## src/rtl/i2s_rx_if.sv

```systemverilog
// Frame-side bundle of the I2S receiver: one stereo sample pair plus its handshake.
// Valid/ready: a frame transfers on a clock where data_valid and data_ready are both 1;
// the master holds data_valid high until that transfer, although new serial frames may
// replace audio_l/audio_r while it waits, and data_ready is ignored while data_valid is 0.
interface i2s_rx_if #(
    parameter int DATA_BIT = 16
);
    logic [DATA_BIT-1:0] audio_l;
    logic [DATA_BIT-1:0] audio_r;
    logic                data_valid;
    logic                data_ready;

    modport master (
        output audio_l,
        output audio_r,
        output data_valid,
        input  data_ready
    );

    modport slave (
        input  audio_l,
        input  audio_r,
        input  data_valid,
        output data_ready
    );
endinterface

```

## src/rtl/i2s_rx.sv

```systemverilog
// I2S master receiver: derives SCLK/LRCLK from an 8-bit MCLK counter and deserializes stereo frames.
// Optional sticky overrun detection is built only when I2S_RX_OVERRUN_EN is defined.
module i2s_rx #(
    parameter int DATA_BIT = 16
) (
    input  logic     i_clk_12_288,
    input  logic     i_reset_n,
    input  logic     i_rx_sd,
    output logic     o_rx_mclk,
    output logic     o_rx_sclk,
    output logic     o_rx_lrclk,
    output logic     o_overrun,
    i2s_rx_if.master rx_if
);
    localparam logic [4:0] LAST_SLOT = 5'(DATA_BIT);

    logic [7:0]          cnt_q, cnt_d;
    logic [DATA_BIT-1:0] shift_l_q, shift_l_d;
    logic [DATA_BIT-1:0] shift_r_q, shift_r_d;
    logic [DATA_BIT-1:0] audio_l_q, audio_l_d;
    logic [DATA_BIT-1:0] audio_r_q, audio_r_d;
    logic                valid_q, valid_d;
    logic [4:0]          slot;
    logic                strobe;
    logic                data_slot;
    logic                frame_done;

    always_comb begin
        cnt_d      = cnt_q + 8'd1;
        slot       = cnt_q[6:2];
        strobe     = (cnt_q[1:0] == 2'b10);
        // Slot 0 is the one-bit I2S delay; slots past the word width carry nothing.
        data_slot  = strobe && (slot != 5'd0) && (slot <= LAST_SLOT);
        frame_done = data_slot && cnt_q[7] && (slot == LAST_SLOT);

        shift_l_d = shift_l_q;
        shift_r_d = shift_r_q;
        if (data_slot) begin
            if (cnt_q[7]) begin
                shift_r_d = {shift_r_q[DATA_BIT-2:0], i_rx_sd};
            end else begin
                shift_l_d = {shift_l_q[DATA_BIT-2:0], i_rx_sd};
            end
        end

        audio_l_d = audio_l_q;
        audio_r_d = audio_r_q;
        valid_d   = valid_q;
        if (valid_q && rx_if.data_ready) begin
            valid_d = 1'b0;
        end
        // The last right bit arrives on the completing strobe, so take it from shift_r_d.
        if (frame_done) begin
            audio_l_d = shift_l_q;
            audio_r_d = shift_r_d;
            valid_d   = 1'b1;
        end
    end

    always_ff @(posedge i_clk_12_288) begin
        if (!i_reset_n) begin
            cnt_q     <= '0;
            shift_l_q <= '0;
            shift_r_q <= '0;
            audio_l_q <= '0;
            audio_r_q <= '0;
            valid_q   <= 1'b0;
        end else begin
            cnt_q     <= cnt_d;
            shift_l_q <= shift_l_d;
            shift_r_q <= shift_r_d;
            audio_l_q <= audio_l_d;
            audio_r_q <= audio_r_d;
            valid_q   <= valid_d;
        end
    end

`ifdef I2S_RX_OVERRUN_EN
    logic overrun_q, overrun_d;

    // Sticky: a frame replaced before the consumer took it; only reset clears it.
    always_comb begin
        overrun_d = overrun_q | (frame_done & valid_q & ~rx_if.data_ready);
    end

    always_ff @(posedge i_clk_12_288) begin
        if (!i_reset_n) begin
            overrun_q <= 1'b0;
        end else begin
            overrun_q <= overrun_d;
        end
    end

    assign o_overrun = overrun_q;
`else
    assign o_overrun = 1'b0;
`endif

    assign o_rx_mclk        = i_clk_12_288;
    assign o_rx_sclk        = cnt_q[1];
    assign o_rx_lrclk       = cnt_q[7];
    assign rx_if.audio_l    = audio_l_q;
    assign rx_if.audio_r    = audio_r_q;
    assign rx_if.data_valid = valid_q;
endmodule

```

## src/flat_wrapper.sv

```systemverilog
// flat-port wrapper written by rule: the top's interface ports become plain ports
module i2s_rx_flat 
#(
    parameter int DATA_BIT = 16
)
  (i_clk_12_288, i_reset_n, i_rx_sd, o_rx_mclk, o_rx_sclk, o_rx_lrclk, o_overrun, rx_if_audio_l, rx_if_audio_r, rx_if_data_valid, rx_if_data_ready);
  i2s_rx_if #(.DATA_BIT(DATA_BIT)) rx_if_i ();
  input  logic i_clk_12_288;
  input  logic i_reset_n;
  input  logic i_rx_sd;
  output logic o_rx_mclk;
  output logic o_rx_sclk;
  output logic o_rx_lrclk;
  output logic o_overrun;
  output wire logic [$bits(rx_if_i.audio_l)-1:0] rx_if_audio_l;
  output wire logic [$bits(rx_if_i.audio_r)-1:0] rx_if_audio_r;
  output wire logic [$bits(rx_if_i.data_valid)-1:0] rx_if_data_valid;
  input wire logic [$bits(rx_if_i.data_ready)-1:0] rx_if_data_ready;
  assign rx_if_audio_l = rx_if_i.audio_l;
  assign rx_if_audio_r = rx_if_i.audio_r;
  assign rx_if_data_valid = rx_if_i.data_valid;
  assign rx_if_i.data_ready = rx_if_data_ready;
  i2s_rx #(.DATA_BIT(DATA_BIT)) u_core (.i_clk_12_288(i_clk_12_288), .i_reset_n(i_reset_n), .i_rx_sd(i_rx_sd), .o_rx_mclk(o_rx_mclk), .o_rx_sclk(o_rx_sclk), .o_rx_lrclk(o_rx_lrclk), .o_overrun(o_overrun), .rx_if(rx_if_i));
endmodule
```

## config.mk

```make
export PLATFORM = sky130hd
export DESIGN_NAME = i2s_rx_flat
export DESIGN_NICKNAME = d
export VERILOG_FILES = /design/src/rtl/i2s_rx_if.sv /design/src/rtl/i2s_rx.sv /design/src/flat_wrapper.sv
export SDC_FILE = /design/constraint.sdc
export NUM_CORES = 1
export LEC_CHECK = 0
export CORE_ASPECT_RATIO = 0.6
export CORE_MARGIN = 2
export CORE_UTILIZATION = 33
export CTS_BUF_LIST = sky130_fd_sc_hd__clkbuf_16
export DETAILED_ROUTE_END_ITERATION = 8
export SYNTH_ARGS = -nofsm -noshare
export SYNTH_HDL_FRONTEND = slang
export SYNTH_SLANG_ARGS = --single-unit
```

## constraint.sdc

```tcl
create_clock -name i_clk_12_288 -period 4.42 [get_ports i_clk_12_288]
set_input_delay 1.326 -clock i_clk_12_288 [delete_from_list [all_inputs] [get_ports i_clk_12_288]]
set_output_delay 1.326 -clock i_clk_12_288 [all_outputs]
set_load 0.05 [all_outputs]
```

==> results.ini <==
[yosys]
synth_edf_count=0
synth_flop_cell=dfxtp_1
yosys_warnings=0
ys_seq_elements=72
ys_seq_area_frac=0.5272
synth_nets=303
synth_area_mm2=0.002734
synth_area_per_cell_um2=9.205
synthArstFlopShare=0
synth_cell_type_count=25
syn-instance-count=297

[drt]
viasPerCell=4.877
ant_nets=0
wire_per_inst_um=14.10
wl_um=6206
m1WireLength_um=3384
wl_met2_um=2429
drc=0
vias=2146
drt_first_iter_violations=140
dr_wl_met3_um=348
drt_first_pass_iters=4
highest_layer=met4

[global_routing]
track_usage=0.1528
grt_pass1_vias=2142
grt_pass1_wl_um=10380
antenna_found_initial=0
grt_start_max_net_pins=41
gr-total-overflow=0

[place]
dpl.hpwl_um=3893
placed_area_mm2=0.003191
io_buffers=39
gp_congestion=0.7163

[worst_setup_path]
cp_top_family=buffers and inverters
crit_path_max_incr_delay_ns=0.41
critPathMaxFanout=2
arrival_ns=2.87
crit_chain=clkbuf_16 -> clkbuf_16 -> dlygate4sd2_1
cp_slowest_cell=dlygate4sd2_1
path_buf_inv=3
crit_top_cell=clkbuf_16
worstSetupEndpointType=output port
critPathLaunchType=clock port
crit_type=clock port to output port
crit_required_ns=3.09

[floorplanning]
core_area_mm2=0.007945
rows=25
io_pins=41
die_w_um=121.5
start_util=0.3441
die_area_mm2=0.009053
dieHeight_um=74.51

[job]
maxCapViolations=0

[final_layout]
fillers=805
regArea_mm2=0.001441
diodes=0
final_common_cell=dfxtp_1
final_area_mm2=0.003507
drive_gt1_frac=0.07229
multi_input_area_mm2=0.001171
final_cell_mix=dfxtp_1, clkdlybuf4s50_1, nand3_1, nand2_1, a21oi_1
areaGrowthSynthToFinish_pct=28.28
nets=336

[outcome]
status=completed

[pwr]
p_leak_nw=1.155
ir_drop_uv=384.1
powerDensity_mw_per_mm2=424.2

[clock_tree]
post_cts_resized=1
path_clk_slew_ns=0.05
ctsHoldBuffers=0
clkLatencyLatePin_ns=0.44
cts_tree=built
post-cts-setup-buffers=0

[timing]
worst_slew_pin_slew_ns=1.168
rsz0062_at_grt=false
slew_headroom=0.2212
setup_viol=0
hold_viol_final=0
fin_worst_skew_ns=0.004727
setup_tns_ns=0
slew_violations=0

[min_path]
hp-class=register to register

[cell type report]
class / count / share of cell area
Timing Repair Buffer: 44 / 0.1213
Sequential cell: 72 / 0.4110
Tap cell: 108 / 0.03853
Multi-Input combinational cell: 197 / 0.3339
Clock buffer: 13 / 0.08812
Clock inverter: 4 / 0.004995
Inverter: 2 / 0.002141
[through the flow]
stage | power, mW | setup WS (ns) | util | std cells | hold WS (ns)
after floorplan | 0.7516 | 0.7169 | - | 297 | 0.4291
after global placement | 0.7682 | 0.2119 | 0.4016 | 424 | 0.4379
after detailed placement | 0.7685 | 0.2119 | 0.4016 | 424 | 0.4497
after CTS | 1.512 | 0.2196 | 0.4414 | 440 | 0.4618
after global routing | 1.539 | 0.2183 | 0.4414 | 440 | 0.4718
final | 1.488 | 0.2277 | 0.4414 | 440 | 0.4590
[path summary, 6_finish.rpt]
check,startpoint,to,slack [ns],cells past startpoint
min reg2reg,u_core.cnt_q[0]$_SDFF_PN0_,u_core.cnt_q[0]$_SDFF_PN0_,0.46,1
min,u_core.cnt_q[0]$_SDFF_PN0_,u_core.cnt_q[0]$_SDFF_PN0_,0.46,1
max reg2reg,u_core.cnt_q[3]$_SDFF_PN0_,u_core.shift_r_q[2]$_SDFF_PN0_,2.13,4
max,i_clk_12_288,o_rx_mclk,0.23,3
[synthesized netlist by cell type, types with 2 or more instances]
cell type | number | area share
dfxtp_1 | 72 | 0.53
nand3_1 | 36 | 0.066
a21oi_1 | 35 | 0.064
nand2_1 | 35 | 0.048
o21ai_0 | 34 | 0.062
mux2i_1 | 31 | 0.11
clkbuf_1 | 21 | 0.029
nor2_1 | 6 | 0.0082
buf_4 | 4 | 0.011
ha_1 | 2 | 0.0092
inv_1 | 2 | 0.0027
mux2i_2 | 2 | 0.010
nand3b_1 | 2 | 0.0055
or3_1 | 2 | 0.0046
or4_1 | 2 | 0.0055
xor2_1 | 2 | 0.0064
[flip-flops by register name, summed over array words and instances, names as in the netlist]
name and flops:
u_core.cnt_q 8, u_core.rx_if.audio_l 16, u_core.rx_if.audio_r 16, u_core.rx_if.data_valid 1
u_core.shift_l_q 16, u_core.shift_r_q 15
[layer usage]
layer	track usage	up-vias
met5	0	-
met4	0.06769	0
met3	0.06979	4
met2	0.2129	49
met1	0.2036	991
li1	-	1102
[report_power, final]
group	total (mW)	switching, mW	internal (mW)
registers	0.656	0.00336	0.652
clock network	0.785	0.299	0.487
logic	0.0468	0.0343	0.0125
[cell families after synthesis]
| family | after synthesis | share of synthesized area |
|---|---|---|
| buf+inv | 28 | 0.04439 |
| mux | 33 | 0.1236 |
| other cells | 1 | 0.001372 |
| fa+ha+maj | 2 | 0.009152 |
| flops | 72 | 0.5272 |
| compound gates | 70 | 0.1291 |
| xor+xnor | 3 | 0.009613 |
| simple gates | 88 | 0.1556 |
Power figures use the tool's default switching activity.
